$ cat config.mk
export PLATFORM = sky130hd
export DESIGN_NAME = uart_alu
export DESIGN_NICKNAME = d
export VERILOG_FILES = /design/src/rtl/uart_alu.sv
export SDC_FILE = /design/constraint.sdc
export NUM_CORES = 1
export LEC_CHECK = 0
export BUFFER_PORTS_ARGS = -buffer_cell sky130_fd_sc_hd__buf_2
export CAP_MARGIN = 20
export CORE_MARGIN = 4
export CORE_UTILIZATION = 55
export CTS_CLUSTER_SIZE = 10
export DETAILED_ROUTE_END_ITERATION = 10
export PLACE_DENSITY = 0.71
export SYNTH_ARGS = -nofsm -noshare
export SYNTH_HDL_FRONTEND = slang
export SYNTH_SLANG_ARGS = --single-unit
$ cat constraint.sdc
create_clock -name clk_i -period 3.42 [get_ports clk_i]
set_input_delay 0.342 -clock clk_i [delete_from_list [all_inputs] [get_ports clk_i]]
set_output_delay 0.342 -clock clk_i [all_outputs]
set_load 0.02 [all_outputs]
$ cat src/rtl/uart_alu.sv
// UART coprocessor: receives 8N1 command packets (echo / 32-bit add / 32-bit multiply)
// and returns the results on the serial TX line.
module uart_alu #(
  parameter int unsigned CLK_FREQ_HZ = 12_000_000,
  parameter int unsigned BAUD_RATE   = 115_200
) (
  input  logic clk_i,
  input  logic rst_i,
  input  logic rx_i,
  output logic tx_o
);

  localparam int unsigned BitCycles  = (CLK_FREQ_HZ + BAUD_RATE / 2) / BAUD_RATE;
  localparam int unsigned HalfCycles = BitCycles / 2;
  localparam int unsigned CntW       = $clog2(BitCycles + 1);
  localparam logic [CntW-1:0] BitLast  = CntW'(BitCycles - 1);
  localparam logic [CntW-1:0] HalfLast = CntW'(HalfCycles - 1);
  localparam logic [7:0] OpEcho = 8'hEC;
  localparam logic [7:0] OpAdd  = 8'hAD;
  localparam logic [7:0] OpMul  = 8'h88;

  typedef enum logic [2:0] {RxIdle, RxStart, RxData, RxStop, RxWait} rx_state_e;
  typedef enum logic {TxIdle, TxBusy} tx_state_e;
  typedef enum logic [2:0] {CtlIdle, CtlHdr, CtlPayload, CtlExec, CtlResp} ctl_state_e;

  logic rx_meta_q, rx_sync_q, rx_prev_q;

  rx_state_e       rx_state_q, rx_state_d;
  logic [CntW-1:0] rx_cnt_q, rx_cnt_d;
  logic [2:0]      rx_bit_q, rx_bit_d;
  logic [7:0]      rx_shift_q, rx_shift_d;
  logic            rx_valid;

  logic [7:0] fifo_mem_q [4];
  logic [1:0] fifo_wr_q, fifo_wr_d, fifo_rd_q, fifo_rd_d;
  logic [2:0] fifo_cnt_q, fifo_cnt_d;
  logic       fifo_full, fifo_empty, fifo_push, fifo_pop;
  logic [7:0] fifo_wdata, fifo_rdata;

  tx_state_e       tx_state_q, tx_state_d;
  logic [CntW-1:0] tx_cnt_q, tx_cnt_d;
  logic [3:0]      tx_bits_q, tx_bits_d;
  logic [8:0]      tx_shift_q, tx_shift_d;
  logic            tx_q, tx_d, tx_load;

  ctl_state_e ctl_state_q, ctl_state_d;
  logic [7:0]  op_q, op_d;
  logic [15:0] len_q, len_d, byte_cnt_q, byte_cnt_d, len_full;
  logic        err_q, err_d, is_arith;
  logic [31:0] acc_q, acc_d, opnd_q, opnd_d, opnd_new, resp_shift;
  logic [31:0] mcand_q, mcand_d, mplier_q, mplier_d, prod_q, prod_d;
  logic [5:0]  mul_cnt_q, mul_cnt_d;
  logic [1:0]  resp_idx_q, resp_idx_d;

  always_ff @(posedge clk_i) begin
    if (rst_i) begin
      rx_meta_q <= 1'b1;
      rx_sync_q <= 1'b1;
      rx_prev_q <= 1'b1;
    end else begin
      rx_meta_q <= rx_i;
      rx_sync_q <= rx_meta_q;
      rx_prev_q <= rx_sync_q;
    end
  end

  always_comb begin
    rx_state_d = rx_state_q;
    rx_cnt_d   = rx_cnt_q + CntW'(1);
    rx_bit_d   = rx_bit_q;
    rx_shift_d = rx_shift_q;
    rx_valid   = 1'b0;
    unique case (rx_state_q)
      RxIdle: begin
        rx_cnt_d = '0;
        if (rx_prev_q && !rx_sync_q) rx_state_d = RxStart;
      end
      RxStart: if (rx_cnt_q == HalfLast) begin
        rx_cnt_d   = '0;
        rx_bit_d   = '0;
        rx_state_d = rx_sync_q ? RxIdle : RxData;  // high at mid-start means a glitch
      end
      RxData: if (rx_cnt_q == BitLast) begin
        rx_cnt_d   = '0;
        rx_shift_d = {rx_sync_q, rx_shift_q[7:1]};
        rx_bit_d   = rx_bit_q + 3'd1;
        if (rx_bit_q == 3'd7) rx_state_d = RxStop;
      end
      RxStop: if (rx_cnt_q == BitLast) begin
        rx_valid   = rx_sync_q;
        rx_state_d = rx_sync_q ? RxIdle : RxWait;
      end
      RxWait: begin
        rx_cnt_d = '0;
        if (rx_sync_q) rx_state_d = RxIdle;
      end
      default: rx_state_d = RxIdle;
    endcase
  end

  assign fifo_full  = (fifo_cnt_q == 3'd4);
  assign fifo_empty = (fifo_cnt_q == 3'd0);
  assign fifo_rdata = fifo_mem_q[fifo_rd_q];

  always_comb begin
    fifo_wr_d  = fifo_wr_q;
    fifo_rd_d  = fifo_rd_q;
    fifo_cnt_d = fifo_cnt_q;
    if (fifo_push && !fifo_full) begin
      fifo_wr_d  = fifo_wr_q + 2'd1;
      fifo_cnt_d = fifo_cnt_d + 3'd1;
    end
    if (fifo_pop) begin
      fifo_rd_d  = fifo_rd_q + 2'd1;
      fifo_cnt_d = fifo_cnt_d - 3'd1;
    end
  end

  always_ff @(posedge clk_i) begin
    if (fifo_push && !fifo_full) fifo_mem_q[fifo_wr_q] <= fifo_wdata;
  end

  always_comb begin
    tx_state_d = tx_state_q;
    tx_cnt_d   = tx_cnt_q + CntW'(1);
    tx_bits_d  = tx_bits_q;
    tx_shift_d = tx_shift_q;
    tx_d       = tx_q;
    tx_load    = 1'b0;
    unique case (tx_state_q)
      TxIdle: begin
        tx_d    = 1'b1;
        tx_load = !fifo_empty;
      end
      TxBusy: if (tx_cnt_q == BitLast) begin
        tx_cnt_d = '0;
        if (tx_bits_q == 4'd0) begin
          // End of stop bit: chain straight into the next frame if one is queued
          tx_load    = !fifo_empty;
          tx_state_d = TxIdle;
        end else begin
          tx_d       = tx_shift_q[0];
          tx_shift_d = {1'b1, tx_shift_q[8:1]};
          tx_bits_d  = tx_bits_q - 4'd1;
        end
      end
      default: tx_state_d = TxIdle;
    endcase
    fifo_pop = tx_load;
    if (tx_load) begin
      tx_d       = 1'b0;
      tx_shift_d = {1'b1, fifo_rdata};
      tx_bits_d  = 4'd9;
      tx_cnt_d   = '0;
      tx_state_d = TxBusy;
    end
  end

  assign tx_o       = tx_q;
  assign len_full   = {rx_shift_q, len_q[7:0]};
  assign opnd_new   = {rx_shift_q, opnd_q[31:8]};
  assign is_arith   = (op_q == OpAdd) || (op_q == OpMul);
  assign resp_shift = acc_q >> {resp_idx_q, 3'b000};

  always_comb begin
    ctl_state_d = ctl_state_q;
    op_d        = op_q;
    len_d       = len_q;
    byte_cnt_d  = byte_cnt_q;
    err_d       = err_q;
    acc_d       = acc_q;
    opnd_d      = opnd_q;
    mcand_d     = mcand_q;
    mplier_d    = mplier_q;
    prod_d      = prod_q;
    mul_cnt_d   = mul_cnt_q;
    resp_idx_d  = resp_idx_q;
    fifo_push   = 1'b0;
    fifo_wdata  = rx_shift_q;
    if (mul_cnt_q != 6'd0) begin
      prod_d    = prod_q + (mplier_q[0] ? mcand_q : 32'd0);
      mcand_d   = mcand_q << 1;
      mplier_d  = mplier_q >> 1;
      mul_cnt_d = mul_cnt_q - 6'd1;
      if (mul_cnt_q == 6'd1) acc_d = prod_d;
    end
    unique case (ctl_state_q)
      CtlIdle: if (rx_valid) begin
        op_d        = rx_shift_q;
        byte_cnt_d  = 16'd1;
        acc_d       = (rx_shift_q == OpMul) ? 32'd1 : 32'd0;
        ctl_state_d = CtlHdr;
      end
      CtlHdr: if (rx_valid) begin
        byte_cnt_d = byte_cnt_q + 16'd1;
        if (byte_cnt_q == 16'd2) len_d[7:0] = rx_shift_q;
        if (byte_cnt_q == 16'd3) begin
          len_d       = len_full;
          err_d       = !(op_q == OpEcho || is_arith) ||
                        (is_arith && (len_full < 16'd8 || len_full[1:0] != 2'b00));
          ctl_state_d = (len_full > 16'd4) ? CtlPayload : CtlIdle;
        end
      end
      CtlPayload: if (rx_valid) begin
        byte_cnt_d = byte_cnt_q + 16'd1;
        opnd_d     = opnd_new;
        if (op_q == OpEcho) begin
          fifo_push = 1'b1;
        end else if (!err_q && byte_cnt_q[1:0] == 2'b11) begin
          if (op_q == OpAdd) begin
            acc_d = acc_q + opnd_new;
          end else begin
            mcand_d   = acc_q;
            mplier_d  = opnd_new;
            prod_d    = 32'd0;
            mul_cnt_d = 6'd32;
          end
        end
        if (byte_cnt_q == len_q - 16'd1) begin
          resp_idx_d = 2'd0;
          if (err_q || op_q == OpEcho) ctl_state_d = CtlIdle;
          else if (op_q == OpMul)      ctl_state_d = CtlExec;
          else                         ctl_state_d = CtlResp;
        end
      end
      CtlExec: if (mul_cnt_q == 6'd0) ctl_state_d = CtlResp;
      CtlResp: if (!fifo_full) begin
        fifo_push  = 1'b1;
        fifo_wdata = resp_shift[7:0];
        resp_idx_d = resp_idx_q + 2'd1;
        if (resp_idx_q == 2'd3) ctl_state_d = CtlIdle;
      end
      default: ctl_state_d = CtlIdle;
    endcase
  end

  always_ff @(posedge clk_i) begin
    if (rst_i) begin
      rx_state_q  <= RxIdle;
      rx_cnt_q    <= '0;
      rx_bit_q    <= '0;
      rx_shift_q  <= '0;
      fifo_wr_q   <= '0;
      fifo_rd_q   <= '0;
      fifo_cnt_q  <= '0;
      tx_state_q  <= TxIdle;
      tx_cnt_q    <= '0;
      tx_bits_q   <= '0;
      tx_shift_q  <= '1;
      tx_q        <= 1'b1;
      ctl_state_q <= CtlIdle;
      op_q        <= '0;
      len_q       <= '0;
      byte_cnt_q  <= '0;
      err_q       <= 1'b0;
      acc_q       <= '0;
      opnd_q      <= '0;
      mcand_q     <= '0;
      mplier_q    <= '0;
      prod_q      <= '0;
      mul_cnt_q   <= '0;
      resp_idx_q  <= '0;
    end else begin
      rx_state_q  <= rx_state_d;
      rx_cnt_q    <= rx_cnt_d;
      rx_bit_q    <= rx_bit_d;
      rx_shift_q  <= rx_shift_d;
      fifo_wr_q   <= fifo_wr_d;
      fifo_rd_q   <= fifo_rd_d;
      fifo_cnt_q  <= fifo_cnt_d;
      tx_state_q  <= tx_state_d;
      tx_cnt_q    <= tx_cnt_d;
      tx_bits_q   <= tx_bits_d;
      tx_shift_q  <= tx_shift_d;
      tx_q        <= tx_d;
      ctl_state_q <= ctl_state_d;
      op_q        <= op_d;
      len_q       <= len_d;
      byte_cnt_q  <= byte_cnt_d;
      err_q       <= err_d;
      acc_q       <= acc_d;
      opnd_q      <= opnd_d;
      mcand_q     <= mcand_d;
      mplier_q    <= mplier_d;
      prod_q      <= prod_d;
      mul_cnt_q   <= mul_cnt_d;
      resp_idx_q  <= resp_idx_d;
    end
  end

endmodule

==> flow_summary.ini <==
[route]
vias = 14400
via_per_inst = 5.97
postRouteAntennaNets = 0
drt-total-wl_um = 44100
drtIter0Drc = 1168
post_drt_wl_per_cell_um = 18.2
route.detailed.drc = 0
first_pass_iters = 7

[worst_setup_path]
worst_setup_path_end_kind = flip-flop
cp.arrival_ps = 3630
startpoint_type = flip-flop
path_class = reg -> reg
crit_path_max_fanout = 3
crit_required_ps = 3840

[cts]
htree_levels = 2
cts_tree = yes
hold_buffers = 0
clockRootBuffer = clkbuf_16
clk_pin_slew_ps = 60
insertion_delay_ps = 520
cts_made_buffers = 36
cts_num_sinks = 290
ctsLongestPathBuffers = 3

[sta]
final_hold_viol_count = 0
maxSlewHeadroom_pct = 42.8
final-setup-viol-count = 0
hold-worst-slack_ps = 15.7
finalCritPeriodShare_pct = 94.0
slew_viol_final = 0
finalCriticalPeriod_ps = 3210
fin_worst_skew_ps = 12.7
fmax_mhz = 311
max_slew.worst_pin.slew_ps = 858

[placed_design]
port_buffers = 3
post-dp-hpwl_um = 31400
finalWeightedCongestion = 0.950

[synthesis]
synth_xor_xnor_area_share_pct = 5.47
ys_warn_count = 0
synthMuxAreaShare_pct = 5.78
postSynthAreaPerCell_sq_um = 8.01
yosys.area_share.simple_pct = 23.7
ys_ff_latch = 290
netlist-cell-type-count = 80
syn_inst = 2058
postSynth.asyncResetShare_pct = 0
synthAdderAreaFrac_pct = 6.39
syn_nets = 2144
synth_top_area_cell = dfxtp_1
synth-compound-area-share_pct = 17.4
synth_area_leaders = dfxtp_1, nand2_1, ha_1
syn_area_sq_um = 16500
synth_edf_count = 32
synth_top_family_by_area = simple AND/OR/NAND/NOR gates
yosysSeqAreaShare_pct = 37.2
synth_top_area_share_pct = 31.3
synthFlopType = dfxtp_1

[finish]
fin_nets = 2098
diodes = 0
mostFrequentLayoutCells = nand2_1, dfxtp_1, nor2_1
mostFrequentLayoutCell = nand2_1
nFillCells = 2613
area_growth_pct = 8.60
drive_gt1_share_pct = 6.51

[power_and_ir_drop]
cellPowerDensity_nw_per_um2 = 509
total_power_w = 0.00910
leakagePower_nw = 7.15
ir_worst_vdd_mv = 0.388

[status]
status = finished, final reports clean

[die]
io_pins = 4
fp.dieW_um = 181
die_area_sq_um = 32800
die-height_um = 181
rows = 63
initial_core_util_pct = 55.6
core_sq_um = 29600

[global_routing]
grt_overflow = 0
grt_max_degree = 122
grt_use_total_pct = 26.2
grt_pass1_wl_um = 71400
grt_pass1_vias = 13600
antenna_found_initial = 0

[flow_run]
cap_violations = 0

[hold_path]
hold_class = in -> reg
## what timing repair did
item | CTS | global route
setup buffers | 0 | 1
gates resized for setup | 0 | 5
endpoints found under the setup margin | 0 | 3
## sequential cells by signal, indices dropped and copies added (netlist names), 7 cells and up, named ones only
signal and flops:
tx_shift_q 8, mcand_q 32, fifo_mem_q 32, prod_q 32
rx_cnt_q 7, byte_cnt_q 16, acc_q 32, mplier_q 32
rx_shift_q 8, tx_cnt_q 7, len_q 16, opnd_q 24
op_q 8
## metal layers
| metal | share of wire [%] | routed length [um] | GRT usage [%] | vias to the layer above |
|---|---|---|---|---|
| met5 | 0 | 0 | 0 | - |
| met1 | 44 | 19500 | 35.7 | 6830 |
| met3 | 5.7 | 2490 | 3.58 | 86 |
| met4 | 2.8 | 1250 | 8.14 | 0 |
| li1 | - | - | - | 7125 |
| met2 | 47 | 20800 | 43.3 | 405 |
## where the power goes
part / internal (W) / leakage (nW) / switching [W]
Combinational: 0.000548 / 4.26 / 0.00132
Clock: 0.00207 / 0.511 / 0.00143
Sequential: 0.00359 / 2.38 / 0.000155
Total: 0.00620 / 7.15 / 0.00290
## per-stage QoR
step | setup TNS (ps) | cell area [sq um] | util [%] | setup slack [ps] | std cells
2_1_floorplan | 0 | 16500 | - | 189 | 2058
3_5_place_dp | 0 | 16800 | 56.8 | 197 | 2363
6_report | 0 | 17900 | 60.4 | 205 | 2419
4_1_cts | 0 | 17900 | 60.3 | 156 | 2418
3_3_place_gp | 0 | 16800 | 56.8 | 209 | 2363
5_1_grt | -4.87 | 17900 | 60.4 | -4.87 | 2419
## kinds of logic (layout without fill, tap and decap cells)
family                   count (synthesis)  count (layout)
XOR/XNOR                               103             103
AO/OA/AOI/OAI                          473             473
multiplexers                            74              74
buffers and inverters                  170             141
adder cells (fa/ha/maj)                 83              83
flip-flops                             290             290
AND/OR/NAND/NOR                        865             865
## worst paths after layout
| kind | endpoint | startpoint | depth (start not counted) | slack, ps |
|---|---|---|---|---|
| setup / recovery | acc_q[28]$_SDFF_PP0_ | mplier_q[0]$_SDFF_PP0_ | 14 | 210 |
| hold / removal | rx_meta_q$_SDFF_PP1_ | rx_i | 2 | 20 |
| setup reg to reg | acc_q[28]$_SDFF_PP0_ | mplier_q[0]$_SDFF_PP0_ | 14 | 210 |
| hold reg to reg | rx_sync_q$_SDFF_PP1_ | rx_meta_q$_SDFF_PP1_ | 1 | 410 |
## cell usage after synthesis, types with 21 or more instances
master / number
o21ai_0: 37
and2_1: 43
nand2_1: 335
a21o_1: 30
a21oi_1: 163
xnor2_1: 55
ha_1: 81
nand3_1: 102
inv_1: 43
nor3_1: 33
o21ai_1: 91
nand2b_1: 21
nand4_1: 22
mux2i_1: 49
clkbuf_1: 100
xor2_1: 48
nor2_1: 230
dfxtp_1: 258
edfxtp_1: 32
## area by class of cell
cell class,count,area (sq um),area share (%)
clock buffers,49,981,5.48
well taps,390,488,2.73
repair buffers,43,359,2.01
multi-input cells,1598,9720,54.3
clock inverters,6,62.6,0.349
inverters,43,161,0.902
flip-flops and latches,290,6130,34.2
## critical path, stage by stage (launching register included)
cell,delay (ps)
dfxtp_1,340
and2_1,130
ha_1,160
inv_1,50
fa_1,400
nor2b_2,170
o2111ai_2,150
a2111oi_2,390
buf_4,190
nor4_1,50
a221o_1,350
o211a_1,260
xnor2_1,170
mux2i_1,100
a211oi_1,200
Power figures use the tool's default switching activity.
